### config.mk
export PLATFORM = sky130hd
export DESIGN_NAME = receiver_word_fifo
export DESIGN_NICKNAME = d
export VERILOG_FILES = /design/src/rtl/receiver_word_fifo.sv
export SDC_FILE = /design/constraint.sdc
export NUM_CORES = 1
export LEC_CHECK = 0
export ABC_CLOCK_PERIOD_IN_PS = 9720
export BUFFER_PORTS_ARGS = -buffer_cell sky130_fd_sc_hd__buf_2
export CAP_MARGIN = 20
export CORE_MARGIN = 4
export CORE_UTILIZATION = 64
export DETAILED_ROUTE_END_ITERATION = 16
export GPL_TIMING_DRIVEN = 0
export HOLD_SLACK_MARGIN = 0.12
export PLACE_DENSITY = 0.83
export REMOVE_ABC_BUFFERS = 1
export SYNTH_ARGS = -nofsm -noshare
export SYNTH_HDL_FRONTEND = slang
export SYNTH_SLANG_ARGS = --single-unit
### constraint.sdc
create_clock -name CLK -period 9.72 [get_ports CLK]
set_input_delay 2.43 -clock CLK [delete_from_list [all_inputs] [get_ports CLK]]
set_output_delay 2.43 -clock CLK [all_outputs]
set_load 0.03 [all_outputs]
### src/rtl/receiver_word_fifo.sv
// receiver_word_fifo: packs received bytes into words and queues them in a FWFT FIFO with valid/ready output.
module receiver_word_fifo #(
    parameter int BYTE_W     = 8,
    parameter int WORD_BYTES = 4,
    parameter int DEPTH      = 4,
    parameter int BIG_ENDIAN = 1,
    parameter int TIMEOUT    = 0
) (
    input  logic                         CLK,
    input  logic                         RST,
    input  logic [BYTE_W-1:0]            data,
    input  logic                         valid,
    input  logic                         flush,
    output logic [BYTE_W*WORD_BYTES-1:0] out_data,
    output logic                         out_valid,
    input  logic                         out_ready,
    output logic [$clog2(DEPTH):0]       count,
    output logic                         overflow,
    output logic                         frame_err
);
    localparam int WW = BYTE_W * WORD_BYTES;
    localparam int IW = $clog2(WORD_BYTES);
    localparam int AW = $clog2(DEPTH);
    localparam int CW = AW + 1;
    localparam int TW = TIMEOUT > 1 ? $clog2(TIMEOUT) : 1;

    logic [IW-1:0] r_idx, w_lane;
    logic [WW-1:0] r_acc, w_word, r_out_data, w_head_nxt;
    logic [WW-1:0] r_mem [DEPTH];
    logic [AW-1:0] r_wr, r_rd, w_rd_nxt;
    logic [CW-1:0] r_count, w_count_nxt;
    logic [TW-1:0] r_idle;
    logic          r_out_valid, r_overflow, r_frame_err;
    logic          w_clr, w_last, w_pop, w_full, w_push, w_drop, w_expire;

    always_comb begin
        w_clr       = RST || flush;
        w_lane      = BIG_ENDIAN != 0 ? IW'(WORD_BYTES - 1) - r_idx : r_idx;
        w_word      = r_acc;
        w_word[int'(w_lane) * BYTE_W +: BYTE_W] = data;
        w_last      = valid && r_idx == IW'(WORD_BYTES - 1);
        w_pop       = r_out_valid && out_ready;
        w_full      = r_count == CW'(DEPTH);
        w_push      = w_last && (!w_full || w_pop);
        w_drop      = w_last && w_full && !w_pop;
        w_expire    = TIMEOUT > 0 && !valid && r_idx != '0 && r_idle == TW'(TIMEOUT - 1);
        w_rd_nxt    = r_rd + AW'(w_pop);
        w_count_nxt = r_count + CW'(w_push) - CW'(w_pop);
        // Word being pushed lands directly on the head when it is the only entry after this edge
        w_head_nxt  = w_count_nxt == '0 ? '0 :
                      (w_push && r_wr == w_rd_nxt) ? w_word : r_mem[w_rd_nxt];
    end

    always_ff @(posedge CLK) begin
        if (w_clr) begin
            r_idx       <= '0;
            r_acc       <= '0;
            r_wr        <= '0;
            r_rd        <= '0;
            r_count     <= '0;
            r_out_valid <= 1'b0;
            r_out_data  <= '0;
            r_overflow  <= 1'b0;
            r_frame_err <= 1'b0;
            r_idle      <= '0;
        end else begin
            if (valid) begin
                r_acc <= w_word;
                r_idx <= w_last ? '0 : r_idx + IW'(1);
            end else if (w_expire) begin
                r_idx <= '0;
            end
            r_idle      <= (valid || r_idx == '0 || w_expire) ? '0 : r_idle + TW'(1);
            if (w_push) r_wr <= r_wr + AW'(1);
            r_rd        <= w_rd_nxt;
            r_count     <= w_count_nxt;
            r_out_valid <= w_count_nxt != '0;
            r_out_data  <= w_head_nxt;
            r_overflow  <= r_overflow || w_drop;
            r_frame_err <= w_expire;
        end
    end

    always_ff @(posedge CLK) begin
        if (w_push && !w_clr) r_mem[r_wr] <= w_word;
    end

    assign out_data  = r_out_data;
    assign out_valid = r_out_valid;
    assign count     = r_count;
    assign overflow  = r_overflow;
    assign frame_err = r_frame_err;
endmodule

Word-level counts from Yosys, hierarchy flattened
Memories as Yosys holds them, arrays and structs flattened. A register that Yosys moved wholly into a read port is not among the register bits.
Cells that the tools add are included.
- output and inout port bits: 38
- register bits after elaboration: 43
- bits in read-only memories: 0
- word-level logic and storage cells: 38
- memories: 1
- input port bits: 13
- bits in latches: 0
- memory bits (writable): 128
- multiply operators: 0
- eq/ne operators: 2
- $add $sub $neg: 7
- multiplexer cells: 4
- reduce and logical (&&, ||, !) cells: 15
- div/mod/pow operators: 0
- $lt $le $gt $ge: 0
- bitwise operators: 0
- shift-type cells: 2
- memories (name ; words ; width ; read ports ; clocked after memory_dff ; write ports ; RTL line ; source):
    r_mem ; 4 ; 32 ; 1 ; 1 ; 1 ; 29 ; logic [WW-1:0] r_mem [DEPTH];
- operators by type and width (cell ; number):
    $neg 5->33 ; 1
    $shift 8x33->32 const A ; 1
    $shiftx 8x33->32 ; 1
    $bwmux 32 ; 1
    $logic_and 1x1->1 ; 6
    $add 2x1->2 const B ; 2
    $add 3x1->3 ; 1
    $eq 3x3->1 const B ; 1
    $logic_not 1->1 ; 3
    $logic_not 3->1 ; 1
    $logic_or 1x1->1 ; 3
    $reduce_bool 3->1 ; 1
    $sub 3x1->3 ; 1
    $add 2x1->2 ; 1
    $eq 2x2->1 const B ; 1
    $mux 1 ; 2
    $mux 2 ; 1
    $reduce_or 2->1 ; 1
    $sub 2x2->2 const A ; 1

Logic depth before layout (Yosys ltp)
- word-level depth: 8
- depth in mapped cells: 14
- mapped depth without buffers: 12

Worst setup path before layout
No wires, ideal clock.
- kind: in2reg
- start: input valid
- end: register r_out_data[0] (netlist: out_data[0]) (read register of r_mem)
- stages on the path: 13
- path buffers: 2
- path slack: 4859 ps
- data required time: 9603 ps
- arrival: 4744 ps
- setup time: 117 ps
- path through: buf_4 -> nand2_2 -> a21oi_1 -> inv_1 -> ha_1 -> inv_1 -> ha_1 -> fa_1 -> xnor2_1 -> xnor2_1 -> o31ai_4 -> buf_6 -> a21oi_2
- longest elaborated chain between the ends: 6
- RTL lines (item ; RTL line ; source):
    start: declaration ; 12 ; input logic valid,
    $logic_and 1x1->1 ; 41 ; w_last = valid && r_idx == IW'(WORD_BYTES - 1);
    $logic_and 1x1->1 ; 44 ; w_push = w_last && (!w_full || w_pop);
    $add 3x1->3 ; 48 ; w_count_nxt = r_count + CW'(w_push) - CW'(w_pop);
    $sub 3x1->3 ; 48 ;
    $logic_not 3->1 ; 50 ; w_head_nxt = w_count_nxt == '0 ? '0 :
    $reduce_or 2->1 (no source line) ; -- ;
    end: declaration ; 28 ; logic [WW-1:0] r_acc, w_word, r_out_data, w_head_nxt;
No other way between the ends.
A chain may end at the register's enable or synchronous reset.

Worst setup path after layout
- start: input valid
- end: register r_out_data[19] (netlist: out_data[19]) (read register of r_mem)
Same word-level chain as after synthesis.

==> metrics.txt <==
DP Area 8700 um^2; DRC viols 0; crit path DAT about 6000 ps; Achievable Freq between 150 and 200 MHz; fillers 738; via count roughly 5,000; ys flop type edfxtp_1; Synthesis Warnings 0; Hold Buf Count CTS 0; pwr dens 184 nW/um^2; Num CTS Buffers 20; port buffer count roughly 50; Overflow after GRT 0; FF-to-FF End out_data[19]; synthesized instance count 535; Peak VDD IR roughly 0.22 mV; Crit. End Element register; worst skew pair latency ~500 ps; Final period util 58.3%; CP startpoint kind input pin; Synth top area share a little under half; hold wc startpoint overflow; pre-CTS setup slack between 3000 and 4000 ps; RSZ-0062 raised after global routing false; Post-synth ARST share 0%; post-synth top area cell edfxtp_1; top cells by area, synth edfxtp_1 (46%), dfxtp_1 (18%), mux4_1 (10%), a22o_1 (3.4%), mux2i_1 (3.1%); DRT iter0 DRCs 546; vias in the first global route about 5,200; routability-driven placement congestion ratio between 0.8 and 0.9; cell chain of the critical path buf_2 > nand2_2 > a21oi_1 > inv_1 > ha_1 > inv_1 > ha_1 > fa_1 > xnor2_1 > xnor2_1 > o31ai_4 > buf_8 > buf_16 > a21oi_1; row count slightly above 40; largest net degree at the start of global routing 38; most frequent cells after synthesis edfxtp_1 (128), dfxtp_1 (75), nor2_1 (39); chip height between 100 and 150 um; final worst-path setup slack around 4000 ps; Placeable Area ~13,000 um^2; Area Growth Syn to Fin 13.0%; die area 14,900 um^2; worst hold path class register to register; Max-Cap Viols 0; r2r worst-path depth 14; DRT Pass-1 Iters 5; setup TNS 0 ps; Required @ worst endpoint ~10,000 ps; Routed WL ~18,000 um; area occupied by multi-input gates roughly 2700 um^2; root buffer cell clkbuf_16; Post-CTS Setup Repair Bufs 0; initial antenna violation count 0; die width around 120 um; layout net count between 600 and 700; TritonCTS clock tree built; Final Cell Area roughly 9400 um^2; # IOs a little over 50; final hold violations 0; CP bufs+invs 5; CTS Buffer Depth 3; diode count 0; Hold EP overflow; final core occ approximately 74%; Crit-path slowest cell buf_2; post-CTS resize count 0; Initial Util between 60% and 70%; Max FO, Critical Path 30; status complete, no violations; Yosys reg bits 203; post-route minimum period ~5700 ps; post-route ant nets 0; Worst-Margin Slew between 900 and 1000 ps; most frequent cell after synthesis edfxtp_1; post-DR wirelength/cell between 20 and 25 um; register area 5350 um^2; Avg Vias per Cell 6.55; LEAKAGE roughly 3.4 nW; fraction of layout cells with a size suffix above 1 around 22%; Slew Limit Fails 0; post-synthesis sequential area ratio between 60 and 70%; Total GRT Usage around a quarter; FF-to-FF Start r_idx[0]; CP max stage delay roughly 700 ps; EDFF count, synth roughly 130; clock sinks 203; clk slew on worst S/H paths roughly 70 ps; FF-to-FF setup slack between 5000 and 6000 ps; first-pass GRT wire length 29,000 um; Avg Synthesized Cell Area around 16 um^2; Yosys cell types 40; slew margin rel. 34.6%; H-Tree Depth 1; mapped cell area between 8000 and 9000 um^2; crit path kind input pin to register; Worst Hold Path Cells 2; # setup viols final 0; Critical Path Start valid; hpwl dp approximately 10,000 um; Final Skew around 19 ps; cell family with most CP delay buffers and inverters
## where the power goes
part / total [mW] / internal, mW / switching [mW]
sequential: 0.913 / 0.911 / 0.00143
combinational: 0.0360 / 0.0110 / 0.0250
clock: 0.787 / 0.475 / 0.312
## sequential cells by signal, summed over array words and instances, names as in the netlist
name	cells
out_data	32
r_rd	2
r_wr	2
r_mem	128
count	3
r_idx	2
overflow	1
r_acc	32
out_valid	1
## metal layers
metal	up-vias	wire [um]	global-route usage, %	share of wire [%]
met1	2536	7340	34.8	40
met5	-	0	0	0
met3	40	1490	4.32	8.1
li1	2161	-	-	-
met4	0	459	8.75	2.5
met2	275	9110	41.8	49
## cells by family (layout without fill, tap and decap cells)
kind of cell / Yosys count / after routing / synth area share (%)
flops: 203 / 203 / 64.2
mux: 58 / 58 / 13.2
fa+ha+maj: 12 / 12 / 1.89
xor+xnor: 6 / 6 / 0.886
other cells: 1 / 1 / 0.0450
buf+inv: 50 / 108 / 3.94
simple gates: 94 / 94 / 5.75
compound gates: 111 / 111 / 10.1
## worst max-delay path by stage
stage,end,depth (start not counted)
after global placement,out_data[19],12
after floorplan,out_data[17],11
final,out_data[19],14
after CTS,out_data[19],14
after detailed placement,out_data[19],14
after global routing,out_data[19],14
## cell type report
class / instances / share of cell area (%)
Timing Repair Buffer: 58 / 4.57
Clock buffer: 33 / 6.81
Sequential cell: 203 / 56.8
Tap cell: 172 / 2.29
Clock inverter: 3 / 0.425
Inverter: 14 / 0.558
Multi-Input combinational cell: 282 / 28.6
## per-stage QoR
step | power (mW) | hold WS [ps] | instances
detailed placement | 0.966 | 465 | 728
global placement | 0.963 | 455 | 720
finish | 1.74 | 488 | 765
global route | 1.78 | 513 | 765
CTS | 1.74 | 490 | 764
floorplan | 0.949 | 461 | 499
## worst min-delay path, delay by kind of cell, from the launching register on
family / cells / cell delay (ps)
flip-flops: 1 / 330
AND/OR/NAND/NOR: 2 / 130
## cells in the final DEF, fill, tap and decap left out, drive strengths merged, types with 2 or more instances in the layout
cell      n
a22oi     8
o21ai    33
mux2i    26
xnor2     4
edfxtp  128
ha       11
a21oi    34
clkinv    3
mux4     32
clkbuf   33
nand3    33
and2     12
inv      13
nor2     39
buf      58
a22o     32
nand2     2
dfxtp    75
Note: power is estimated with default switching activity, not from simulation.
